## config.mk

```make
export PLATFORM = sky130hd
export DESIGN_NAME = dm_host_arb
export DESIGN_NICKNAME = d
export VERILOG_FILES = /design/src/rtl/dm_host_arb.sv
export SDC_FILE = /design/constraint.sdc
export NUM_CORES = 1
export LEC_CHECK = 0
export ABC_AREA = 1
export CORE_AREA = 2 2 109 111
export CTS_BUF_LIST = sky130_fd_sc_hd__clkbuf_8 sky130_fd_sc_hd__clkbuf_16
export DETAILED_ROUTE_END_ITERATION = 8
export DIE_AREA = 0 0 111 113
export GPL_TIMING_DRIVEN = 1
export PLACE_DENSITY = 0.68
export SYNTH_ARGS = -nofsm -noshare
export SYNTH_HDL_FRONTEND = slang
export SYNTH_SLANG_ARGS = --single-unit
```

## constraint.sdc

```tcl
create_clock -name clk_i -period 6.2 [get_ports clk_i]
set_clock_uncertainty 0.15 [all_clocks]
set_input_delay 0.93 -clock clk_i [delete_from_list [all_inputs] [get_ports clk_i]]
set_output_delay 0.93 -clock clk_i [all_outputs]
set_load 0.05 [all_outputs]
```

## src/rtl/dm_host_arb.sv

```systemverilog
// dm_host_arb: round-robin arbiter sharing one req/gnt/r_valid system-bus host
// port between NumReq masters. Granted transaction IDs are kept in order in a
// small FIFO so that each in-order response is routed back to its issuer.
module dm_host_arb #(
  parameter int unsigned NumReq         = 2,
  parameter int unsigned BusWidth       = 32,
  parameter int unsigned MaxOutstanding = 4
) (
  input  logic                           clk_i,
  input  logic                           rst_ni,
  input  logic [NumReq-1:0]              req_i,
  input  logic [NumReq-1:0]              we_i,
  input  logic [NumReq*BusWidth-1:0]     addr_i,
  input  logic [NumReq*BusWidth-1:0]     wdata_i,
  input  logic [NumReq*BusWidth/8-1:0]   be_i,
  output logic [NumReq-1:0]              gnt_o,
  output logic [NumReq-1:0]              r_valid_o,
  output logic [BusWidth-1:0]            r_rdata_o,
  output logic                           host_req_o,
  output logic                           host_we_o,
  output logic [BusWidth-1:0]            host_add_o,
  output logic [BusWidth-1:0]            host_wdata_o,
  output logic [BusWidth/8-1:0]          host_be_o,
  input  logic                           host_gnt_i,
  input  logic                           host_r_valid_i,
  input  logic [BusWidth-1:0]            host_r_rdata_i,
  output logic                           spurious_rsp_o
);

  localparam int unsigned IdW  = $clog2(NumReq);
  localparam int unsigned PtrW = (MaxOutstanding > 1) ? $clog2(MaxOutstanding) : 1;
  localparam int unsigned CntW = $clog2(MaxOutstanding + 1);
  localparam int unsigned BeW  = BusWidth / 8;

  // Per-requester views of the flattened request buses
  logic [BusWidth-1:0] addr_arr  [NumReq];
  logic [BusWidth-1:0] wdata_arr [NumReq];
  logic [BeW-1:0]      be_arr    [NumReq];

  for (genvar gi = 0; gi < NumReq; gi++) begin : g_split
    assign addr_arr[gi]  = addr_i[gi*BusWidth +: BusWidth];
    assign wdata_arr[gi] = wdata_i[gi*BusWidth +: BusWidth];
    assign be_arr[gi]    = be_i[gi*BeW +: BeW];
  end

  // Arbitration state
  logic [IdW-1:0]  prio_q, prio_d;
  logic            lock_q, lock_d;
  logic [IdW-1:0]  lock_id_q, lock_id_d;

  // ID FIFO state
  logic [IdW-1:0]  id_mem_q [MaxOutstanding];
  logic [PtrW-1:0] wptr_q, wptr_d;
  logic [PtrW-1:0] rptr_q, rptr_d;
  logic [CntW-1:0] count_q, count_d;

  logic            fifo_full;
  logic            fifo_empty;
  logic            rr_found;
  logic [IdW-1:0]  rr_sel;
  logic [IdW-1:0]  sel;
  logic            sel_valid;
  logic            host_req;
  logic            push;
  logic            pop;
  int unsigned     scan_idx;

  assign fifo_full  = (count_q == CntW'(MaxOutstanding));
  assign fifo_empty = (count_q == '0);

  // Round-robin scan starting at the current highest-priority requester
  always_comb begin
    rr_found = 1'b0;
    rr_sel   = '0;
    scan_idx = 0;
    for (int unsigned i = 0; i < NumReq; i++) begin
      scan_idx = int'(prio_q) + i;
      if (scan_idx >= NumReq) scan_idx = scan_idx - NumReq;
      if (!rr_found && req_i[scan_idx[IdW-1:0]]) begin
        rr_found = 1'b1;
        rr_sel   = scan_idx[IdW-1:0];
      end
    end
  end

  // A pending-but-ungranted request pins the selection until it is accepted
  assign sel       = lock_q ? lock_id_q : rr_sel;
  assign sel_valid = lock_q | rr_found;
  // Full blocks new requests even if a response frees a slot this cycle
  assign host_req  = rst_ni & sel_valid & ~fifo_full;
  assign push      = host_req & host_gnt_i;
  assign pop       = rst_ni & host_r_valid_i & ~fifo_empty;

  // Downstream request mux, zeroed while no request is presented
  always_comb begin
    host_req_o   = host_req;
    host_we_o    = 1'b0;
    host_add_o   = '0;
    host_wdata_o = '0;
    host_be_o    = '0;
    if (host_req) begin
      host_we_o    = we_i[sel];
      host_add_o   = addr_arr[sel];
      host_wdata_o = wdata_arr[sel];
      host_be_o    = be_arr[sel];
    end
  end

  // Grant and response routing, combinational in the same cycle
  always_comb begin
    gnt_o          = '0;
    r_valid_o      = '0;
    r_rdata_o      = '0;
    spurious_rsp_o = rst_ni & host_r_valid_i & fifo_empty;
    if (push) gnt_o[sel] = 1'b1;
    if (pop) begin
      r_valid_o[id_mem_q[rptr_q]] = 1'b1;
      r_rdata_o                   = host_r_rdata_i;
    end
  end

  // Next priority / lock: rotate past the winner on transfer, lock on stall
  always_comb begin
    prio_d    = prio_q;
    lock_d    = lock_q;
    lock_id_d = lock_id_q;
    if (push) begin
      prio_d = (sel == IdW'(NumReq - 1)) ? '0 : sel + IdW'(1);
      lock_d = 1'b0;
    end else if (host_req) begin
      lock_d    = 1'b1;
      lock_id_d = sel;
    end
  end

  // FIFO pointer and occupancy update; push and pop may coincide
  always_comb begin
    wptr_d  = wptr_q;
    rptr_d  = rptr_q;
    count_d = count_q;
    if (push) wptr_d = (wptr_q == PtrW'(MaxOutstanding - 1)) ? '0 : wptr_q + PtrW'(1);
    if (pop)  rptr_d = (rptr_q == PtrW'(MaxOutstanding - 1)) ? '0 : rptr_q + PtrW'(1);
    if (push && !pop)      count_d = count_q + CntW'(1);
    else if (!push && pop) count_d = count_q - CntW'(1);
  end

  // Control registers; reset discards all outstanding tracking
  always_ff @(posedge clk_i or negedge rst_ni) begin
    if (!rst_ni) begin
      prio_q    <= '0;
      lock_q    <= 1'b0;
      lock_id_q <= '0;
      wptr_q    <= '0;
      rptr_q    <= '0;
      count_q   <= '0;
    end else begin
      prio_q    <= prio_d;
      lock_q    <= lock_d;
      lock_id_q <= lock_id_d;
      wptr_q    <= wptr_d;
      rptr_q    <= rptr_d;
      count_q   <= count_d;
    end
  end

  // ID storage; contents are meaningless while the count says empty
  always_ff @(posedge clk_i) begin
    if (push) id_mem_q[wptr_q] <= sel;
  end

`ifndef SYNTHESIS
  logic                chk_we_q;
  logic [BusWidth-1:0] chk_addr_q;
  logic [BusWidth-1:0] chk_wdata_q;
  logic [BeW-1:0]      chk_be_q;

  // Snapshot the locked requester's fields when the lock is taken
  always_ff @(posedge clk_i or negedge rst_ni) begin
    if (!rst_ni) begin
      chk_we_q    <= 1'b0;
      chk_addr_q  <= '0;
      chk_wdata_q <= '0;
      chk_be_q    <= '0;
    end else if (host_req && !host_gnt_i && !lock_q) begin
      chk_we_q    <= we_i[sel];
      chk_addr_q  <= addr_arr[sel];
      chk_wdata_q <= wdata_arr[sel];
      chk_be_q    <= be_arr[sel];
    end
  end

  // Protocol checks: stable locked request, no overflow, sane sizing
  always @(posedge clk_i) begin
    if (rst_ni) begin
      assert (NumReq >= 2);
      assert (!(push && fifo_full));
      if (lock_q) begin
        assert (req_i[lock_id_q]);
        assert (we_i[lock_id_q] == chk_we_q);
        assert (addr_arr[lock_id_q] == chk_addr_q);
        assert (wdata_arr[lock_id_q] == chk_wdata_q);
        assert (be_arr[lock_id_q] == chk_be_q);
      end
    end
  end
`endif

endmodule

```

==> impl_metrics.toml <==
[run_status]
outcome = "complete, no violations"

[setup_path]
r2r_cells = 10
endpoint = "gnt_o[0]"
crit_cells = 8
worstPathRequired_ps = 5120
worstSetupStartpoint = "req_i[0]"
crit_buf_inv = 4
path_max_fanout = 71
start_kind = "primary input"
crit_family = "buffers and inverters"
slowest_stage = "inv_2"
reg2reg_to = "count_q[2]"
cp.arrival_ps = 3720
crit_chain = "clkdlybuf4s50_1 > nand2_1 > nand2_2 > nand2_1 > inv_2 > nand3_1 > inv_1 > clkdlybuf4s50_1"
cp-end-kind = "primary output"
slowest_delay_ps = 860
criticalPathCategory = "in2out"
reg2reg_from = "lock_q"
rrSetupSlack_ps = 3730

[logic_synthesis]
synth-edff-count = 4
yosys_warnings = 0
yosysSeqAreaShare = 0.145
synthArstFlopShare = 0.714
syn-num-nets = 651
yosys_register_bits = 14
netlist_area_mm2 = 0.00255
synthCells = 468
synth-main-ff-cell = "dfrtp_1"
synth_cell_types = 24
avgSynthCellArea_um2 = 5.45

[sta]
max-slew-margin-rel = 0.207
rsz0062_at_grt = "no"
fin_crit_ps = 4800
finalSetupTns_ps = 0
period_share = 0.774
hold_viol = 0
slew_violations = 0
setup-violations-final = 0
worst_pin_slew_ps = 1190
fmax_ghz = 0.208

[clock_network]
cts-buffers-inserted = 3
htreeDepth = 1
post-cts-setup-buffers = 0
hold_buffers = 0
cts_num_sinks = 14
post_cts_resized = 0
cts-root-buf = "clkbuf_16"
clock_path_buffers = 2
cts_tree = "built"
path_clk_slew_ps = 40
clkLatencyLatePin_ps = 240

[global_route]
grt_max_degree = 73
grt_pass1_wl_mm = 17.5
antenna_found_initial = 0
grt.total_usage = 0.164
grt_pass1_vias = 3651
grt_overflow = 0

[route]
postRouteAntennaNets = 0
drc = 0
vias_per_cell = 4.37
dr.pass1.iters = 4
drt_iter0_markers = 198
dr_total_vias = 3797
wl_per_cell_um = 12.8
wl_mm = 11.2

[cells_and_area]
fillCellCount = 1147
diodes = 0
final_area_mm2 = 0.00547
area_growth_pct = 115
drive_gt1_frac = 0.0220
final_nets = 910

[placement]
gp_congestion = 0.935
place_area_mm2 = 0.00539
hpwl_mm = 8.86
io_buffers = 282

[pwr]
p_leak_nw = 2.47
worst_ir_drop_vdd_mv = 0.255
power.density_mw_per_mm2 = 329
power_mw = 1.80

[floorplanning]
dieArea_mm2 = 0.0125
die_h_um = 113
io_pins = 283
initial_core_util = 0.226
core_area_mm2 = 0.0113
core.rowCount = 39
die_w_um = 111

[flow_run]
drv_cap = 0

[worst_hold_path]
hp-class = "reg2reg"
## cells in the mapped netlist, drive strengths merged (3+ instances only)
cell type | n | area share
nor2 | 183 | 0.28
nand2 | 92 | 0.14
nand3b | 69 | 0.20
inv | 51 | 0.075
buf | 22 | 0.061
clkbuf | 10 | 0.015
dfrtp | 10 | 0.098
ha | 6 | 0.029
a21oi | 4 | 0.0079
edfxtp | 4 | 0.047
nand4 | 4 | 0.0098
nand3 | 3 | 0.0059
## area by class of cell
| cell class | count | area [µm²] | area share |
|---|---|---|---|
| Sequential cell | 14 | 370 | 0.0677 |
| Tap cell | 143 | 179 | 0.0327 |
| Inverter | 51 | 191 | 0.0350 |
| Clock buffer | 3 | 75.1 | 0.0137 |
| Multi-Input combinational cell | 371 | 1800 | 0.328 |
| Timing Repair Buffer | 286 | 2850 | 0.522 |
| Clock inverter | 1 | 3.75 | 0.000686 |
## worst reg2reg max path, stage by stage, from the launching register on
cell	delay [ps]
dfrtp_1	400
nor2_1	60
nand2_1	170
nand4_1	360
inv_1	150
ha_1	160
inv_1	60
fa_1	380
or2_2	300
nand2_1	80
xor2_1	140
## kinds of logic (layout without fill, tap and decap cells)
kind of cell / after synthesis / in the layout / share of synthesized area
AND/OR/NAND/NOR: 353 / 353 / 0.637
AO/OA/AOI/OAI: 8 / 8 / 0.0177
multiplexers: 1 / 1 / 0.00442
flip-flops: 14 / 14 / 0.145
XOR/XNOR: 2 / 2 / 0.00687
buffers and inverters: 83 / 341 / 0.151
adder cells (fa/ha/maj): 7 / 7 / 0.0373
## report_power, final
group / leakage, nW / internal [mW] / total (mW) / switching [mW]
logic: 2.27 / 0.518 / 1.51 / 0.994
registers: 0.157 / 0.134 / 0.167 / 0.0328
clock network: 0.0423 / 0.0852 / 0.122 / 0.0370
total: 2.47 / 0.737 / 1.80 / 1.06
## stage by stage
| stage | util | instances | hold WS, ps | setup slack, ps |
|---|---|---|---|---|
| 2_1_floorplan | - | 468 | 299 | 2840 |
| 3_5_place_dp | 0.478 | 865 | 337 | 1350 |
| 6_report | 0.485 | 869 | 344 | 1400 |
| 3_3_place_gp | 0.478 | 865 | 336 | 1410 |
| 5_1_grt | 0.485 | 869 | 368 | 1110 |
| 4_1_cts | 0.485 | 869 | 349 | 1350 |
## flip-flops by register name (all words and copies together) (netlist names)
name	flops
rptr_q	2
lock_q	1
count_q	3
id_mem_q	4
wptr_q	2
lock_id_q	1
prio_q	1
## metal layers
metal,part of all wire,vias up,track usage,routed length (µm)
met2,0.51,160,0.310,5700
met1,0.40,1682,0.188,4410
li1,-,1940,-,-
met5,0,-,0,0
met4,0.014,0,0.0275,161
met3,0.078,15,0.0434,875
## how the worst min path moves through the flow
stage,from,end,slack (ps),cells past startpoint
2_1_floorplan,lock_id_q,lock_id_q,300,2
3_3_place_gp,lock_id_q,lock_id_q,340,2
3_5_place_dp,prio_q,prio_q,340,2
5_1_grt,prio_q,prio_q,370,2
4_1_cts,prio_q,prio_q,350,2
6_report,prio_q,prio_q,340,2
## cells in the final DEF (no fill, tap or decap)
cell / instances
or2_2: 2
inv_2: 2
dfrtp_1: 10
nor2_1: 182
nand2_2: 3
edfxtp_1: 4
nand3b_1: 69
fa_1: 1
nor2_8: 1
clkbuf_16: 3
mux2_2: 1
ha_1: 6
o211ai_1: 2
nand4_1: 4
o21ai_0: 2
a21oi_1: 4
nand2_1: 89
xor2_1: 1
clkdlybuf4s50_1: 282
inv_1: 50
nand3_1: 3
xnor2_1: 1
buf_4: 4
No activity file was read; power rests on OpenSTA's default activity.
